## config.mk

```make
export PLATFORM = sky130hd
export DESIGN_NAME = l8mux_tdm
export DESIGN_NICKNAME = d
export VERILOG_FILES = /design/src/rtl/l8mux_tdm.sv
export SDC_FILE = /design/constraint.sdc
export NUM_CORES = 1
export LEC_CHECK = 0
export ABC_AREA = 1
export BUFFER_PORTS_ARGS = -buffer_cell sky130_fd_sc_hd__clkbuf_2
export CORE_AREA = 4 4 62 64
export CTS_BUF_LIST = sky130_fd_sc_hd__clkbuf_8
export DETAILED_ROUTE_END_ITERATION = 6
export DIE_AREA = 0 0 66 68
export PLACE_DENSITY_LB_ADDON = 0.12
export SETUP_SLACK_MARGIN = 0.4
export SKIP_CTS_REPAIR_TIMING = 1
export SLEW_MARGIN = 0
export SYNTH_ARGS = -nofsm -noshare
export SYNTH_HDL_FRONTEND = slang
export SYNTH_SLANG_ARGS = --single-unit
```

## constraint.sdc

```tcl
create_clock -name clk -period 2.2 [get_ports clk]
set_input_delay 0.22 -clock clk [delete_from_list [all_inputs] [get_ports clk]]
set_output_delay 0.22 -clock clk [all_outputs]
set_load 0.02 [all_outputs]
```

## src/rtl/l8mux_tdm.sv

```systemverilog
// l8mux_tdm: time-division 8-to-1 mux, transmit side of the l2demux tree.
// Snapshots d on start, serialises it one slot per channel on x with the
// matching {s1,s2,s3} select, HOLD_CYCLES clocks per slot.
// Optional parity slot: define L8MUX_PARITY_EN.
module l8mux_tdm #(
  parameter int HOLD_CYCLES = 1
) (
  input  logic       clk,
  input  logic       rst_n,
  input  logic [7:0] d,
  input  logic       start,
  output logic       busy,
  output logic       x,
  output logic       s1,
  output logic       s2,
  output logic       s3,
  output logic       x_valid,
  output logic       frame_done,
  output logic       par_slot
);

`ifdef L8MUX_PARITY_EN
  typedef enum logic [1:0] {IDLE, SEND, PAR} state_t;
`else
  typedef enum logic [1:0] {IDLE, SEND} state_t;
`endif

  localparam logic [3:0] HOLD_LAST = 4'(HOLD_CYCLES - 1);

  state_t      state, nstate;
  logic [2:0]  slot, nslot;
  logic [3:0]  hold, nhold;
  logic [7:0]  shadow, nshadow;
  logic        frame_end;

  logic        n_x, n_valid, n_done;
  logic [2:0]  n_sel;
`ifdef L8MUX_PARITY_EN
  logic        n_par;
`endif

  // Sequencer next state: hold counter paces slots, end of frame may chain.
  always_comb begin
    nstate    = state;
    nslot     = slot;
    nhold     = hold;
    nshadow   = shadow;
    frame_end = 1'b0;
    case (state)
      IDLE: begin
        if (start) begin
          nstate  = SEND;
          nslot   = 3'd0;
          nhold   = 4'd0;
          nshadow = d;
        end
      end
      SEND: begin
        if (hold != HOLD_LAST) begin
          nhold = hold + 4'd1;
        end else begin
          nhold = 4'd0;
          if (slot != 3'd7) begin
            nslot = slot + 3'd1;
          end else begin
`ifdef L8MUX_PARITY_EN
            nstate = PAR;
`else
            frame_end = 1'b1;
`endif
          end
        end
      end
`ifdef L8MUX_PARITY_EN
      PAR: begin
        if (hold != HOLD_LAST) nhold = hold + 4'd1;
        else                   frame_end = 1'b1;
      end
`endif
      default: nstate = IDLE;
    endcase
    // Last cycle of a frame: start here chains the next frame with no gap.
    if (frame_end) begin
      nslot = 3'd0;
      nhold = 4'd0;
      if (start) begin
        nstate  = SEND;
        nshadow = d;
      end else begin
        nstate  = IDLE;
      end
    end
  end

  // Output values for the coming cycle, derived from the next state so
  // every output can be a plain register.
  always_comb begin
    n_x     = 1'b0;
    n_sel   = 3'd0;
    n_valid = 1'b0;
    n_done  = 1'b0;
`ifdef L8MUX_PARITY_EN
    n_par   = 1'b0;
`endif
    case (nstate)
      SEND: begin
        n_x     = nshadow[nslot];
        n_sel   = nslot;
        n_valid = 1'b1;
`ifndef L8MUX_PARITY_EN
        n_done  = (nslot == 3'd7) && (nhold == HOLD_LAST);
`endif
      end
`ifdef L8MUX_PARITY_EN
      PAR: begin
        n_x     = ^nshadow;
        n_sel   = 3'd7;
        n_valid = 1'b1;
        n_par   = 1'b1;
        n_done  = (nhold == HOLD_LAST);
      end
`endif
      default: ;
    endcase
  end

  // State and registered outputs; reset abandons any frame in flight.
  always_ff @(posedge clk or negedge rst_n) begin
    if (!rst_n) begin
      state      <= IDLE;
      slot       <= 3'd0;
      hold       <= 4'd0;
      shadow     <= 8'd0;
      busy       <= 1'b0;
      x          <= 1'b0;
      {s1,s2,s3} <= 3'd0;
      x_valid    <= 1'b0;
      frame_done <= 1'b0;
    end else begin
      state      <= nstate;
      slot       <= nslot;
      hold       <= nhold;
      shadow     <= nshadow;
      busy       <= n_valid;
      x          <= n_x;
      {s1,s2,s3} <= n_sel;
      x_valid    <= n_valid;
      frame_done <= n_done;
    end
  end

`ifdef L8MUX_PARITY_EN
  // Parity slot flag, registered alongside the other outputs.
  always_ff @(posedge clk or negedge rst_n) begin
    if (!rst_n) par_slot <= 1'b0;
    else        par_slot <= n_par;
  end
`else
  assign par_slot = 1'b0;
`endif

endmodule

```

==> impl_metrics.env <==
export IMPL_outcome="complete, no violations"
export IMPL_vias_per_cell=4.38
export IMPL_layout_common_cells="nand2_1 (89), inv_1 (28), dfrtp_1 (23), clkbuf_2 (17), nor2_1 (13)"
export IMPL_cts_tree="yes"
export IMPL_drc=0
export IMPL_max_slew_margin=0.621
export IMPL_rows=21
export IMPL_crit_path_end_kind="flop"
export IMPL_period_share=0.800
export IMPL_fp_coreArea_um2=3280
export IMPL_fin_worst_skew_ps=4.53
export IMPL_worst_path_buf_inv=1
export IMPL_grt_pass1_vias=1094
export IMPL_r2r_end="x$_DFF_PN0_"
export IMPL_drtAntennaViolNets=0
export IMPL_worst_path_largest_cell_delay_ps=410
export IMPL_met2_usage=0.253
export IMPL_grt_total_usage=0.141
export IMPL_start_kind="flop"
export IMPL_grt_max_degree=24
export IMPL_diodes=0
export IMPL_finalNetCount=247
export IMPL_power_leakage_nw=0.971
export IMPL_rsz0062_at_grt="yes"
export IMPL_crit_arrival_ps=1920
export IMPL_cp_cell_sequence="inv_1 -> ha_2 -> nand2_2 -> nor2_4 -> nand2_4 -> nand2_4 -> nand2_2 -> nor2_4 -> nand2_1 -> nand3_1 -> nand2_1 -> nand2_1 -> nand2_1"
export IMPL_wl_per_cell_um=10.6
export IMPL_post_synth_num_cell_types=25
export IMPL_final_common_cell="nand2_1"
export IMPL_fin_hold_ws_ps=364
export IMPL_clk_path_buf_depth=2
export IMPL_avgSynthCellArea_um2=6.86
export IMPL_min_to="shadow[1]$_DFF_PN0_"
export IMPL_min_period_ps=1760
export IMPL_layout_drive_gt1_share=0.237
export IMPL_hold_start="d[1]"
export IMPL_r2r_slack_ps=440
export IMPL_synth_warnings=0
export IMPL_netlist_top_cells_area="dfrtp_1 (41%), nand2_1 (24%), inv_1 (7.4%)"
export IMPL_gp_congestion=0.782
export IMPL_path_depth=13
export IMPL_root_buffer="clkbuf_8"
export IMPL_cts_sinks=23
export IMPL_cp_top_family="simple AND/OR/NAND/NOR gates"
export IMPL_drv_slew=0
export IMPL_syn_area_um2=1420
export IMPL_dr_pass1_iters=4
export IMPL_numPortBuffers=17
export IMPL_whs_path_depth=7
export IMPL_fmax_mhz=568
export IMPL_met1_usage=0.168
export IMPL_r2r_cells=13
export IMPL_die_h_um=68
export IMPL_grt_busiest_layer="met2"
export IMPL_hold_path_class="input pin to flop"
export IMPL_antenna_found_initial=0
export IMPL_synth_top_area_share=0.405
export IMPL_powerDensity_nw_per_um2=632
export IMPL_hold_violations=0
export IMPL_grt_overflow_total=0
export IMPL_clk_pin_slew_ps=80
export IMPL_synth_area_leader_cell="dfrtp_1"
export IMPL_synthFlopType="dfrtp_1"
export IMPL_drtIter0Drc=45
export IMPL_die_x_um=66
export IMPL_fillers=342
export IMPL_clk_latency_ps=270
export IMPL_drt_wl_total_mm=2.94
export IMPL_synth_edf_count=0
export IMPL_peakVddDrop_uv=336
export IMPL_yosysSeqAreaShare=0.405
export IMPL_die_area_um2=4490
export IMPL_worst_pin_slew_ps=568
export IMPL_dpl_hpwl_mm=2.21
export IMPL_met3_usage=0.0197
export IMPL_critical_path_class="flop to flop"
export IMPL_vias=1219
export IMPL_cp_common_cell="nand2_1"
export IMPL_synthArstFlopShare=1.00
export IMPL_syn2layout_area_growth_pct=18.9
export IMPL_r2r_start="hold[0]$_DFF_PN0_"
export IMPL_synthCells=207
export IMPL_cp_max_fo=6
export IMPL_grt_pass1_wl_mm=4.72
export IMPL_htree_levels=1
export IMPL_setup_viol=0
export IMPL_drv_cap=0
export IMPL_crit_slowest_cell="dfrtp_1"
export IMPL_final_util=0.514
export IMPL_initial_core_util=0.432
export IMPL_crit_required_ps=2360
export IMPL_cts_buffers_inserted=3
export IMPL_synth_seq_cells=23
export IMPL_finalSetupTns_ps=0
export IMPL_pin_count=19
routing by layer:
metal	vias up	routed length, µm	share of wire
li1	668	-	-
met1	531	1380	0.47
met2	15	1420	0.48
met3	5	87	0.030
met4	0	49	0.017
met5	-	0	0
sequential cells by signal, indices dropped and copies added, names as in the netlist, 2 cells and up:
name    cells
shadow      8
state       2
hold        4
slot        3
power by group:
part | internal [mW] | leakage, nW | switching, mW
Combinational | 0.113 | 0.663 | 0.201
Clock | 0.127 | 0.0255 | 0.136
Sequential | 0.470 | 0.283 | 0.0193
Total | 0.710 | 0.971 | 0.357
cell families after synthesis:
logic type / after synthesis / share of synthesized area
AND/OR/NAND/NOR: 129 / 0.400
buffers and inverters: 41 / 0.126
flip-flops: 23 / 0.405
AO/OA/AOI/OAI: 9 / 0.0335
adder cells (fa/ha/maj): 3 / 0.0264
XOR/XNOR: 1 / 0.00617
other: 1 / 0.00264
how the worst max path moves through the flow:
stage	slack, ps	to	startpoint
final	440	x$_DFF_PN0_	hold[0]$_DFF_PN0_
after global routing	300	x$_DFF_PN0_	hold[0]$_DFF_PN0_
after CTS	370	x$_DFF_PN0_	hold[0]$_DFF_PN0_
after detailed placement	390	x$_DFF_PN0_	hold[0]$_DFF_PN0_
after global placement	450	x$_DFF_PN0_	slot[0]$_DFF_PN0_
after floorplan	670	x$_DFF_PN0_	hold[0]$_DFF_PN0_
synth_stat cells (3+ instances only):
cell	count
dfrtp_1	23
ha_1	3
inv_1	28
inv_2	7
nand2_1	91
nand2_2	4
nand3_1	9
nor2_1	13
nor2_4	4
o21ai_0	6
layout make-up:
cell class / count / area [µm²] / area share
tap: 46 / 57.6 / 0.0341
sequential: 23 / 576 / 0.341
clock inverter: 1 / 5.00 / 0.00296
clock buffer: 3 / 41.3 / 0.0244
inverter: 36 / 138 / 0.0815
multi-input combinational: 145 / 732 / 0.433
timing repair buffer: 24 / 140 / 0.0830
worst reg2reg max path: cells and delay by family (launching register included):
kind / cells / cell delay, ps
adders and majority gates: 1 / 200
buffers and inverters: 1 / 70
DFF: 1 / 410
and+or+nand+nor: 11 / 980
metrics by stage:
stage          cell area [µm²]  power [mW]  std cells  worst slack (ps)
2_1_floorplan             1420       0.718        208               674
3_5_place_dp              1530       0.789        267               392
4_1_cts                   1580        1.06        271               371
6_report                  1690        1.07        278               440
3_3_place_gp              1530       0.792        267               451
5_1_grt                   1690        1.15        278               299
(Power assumes the default switching activity.)
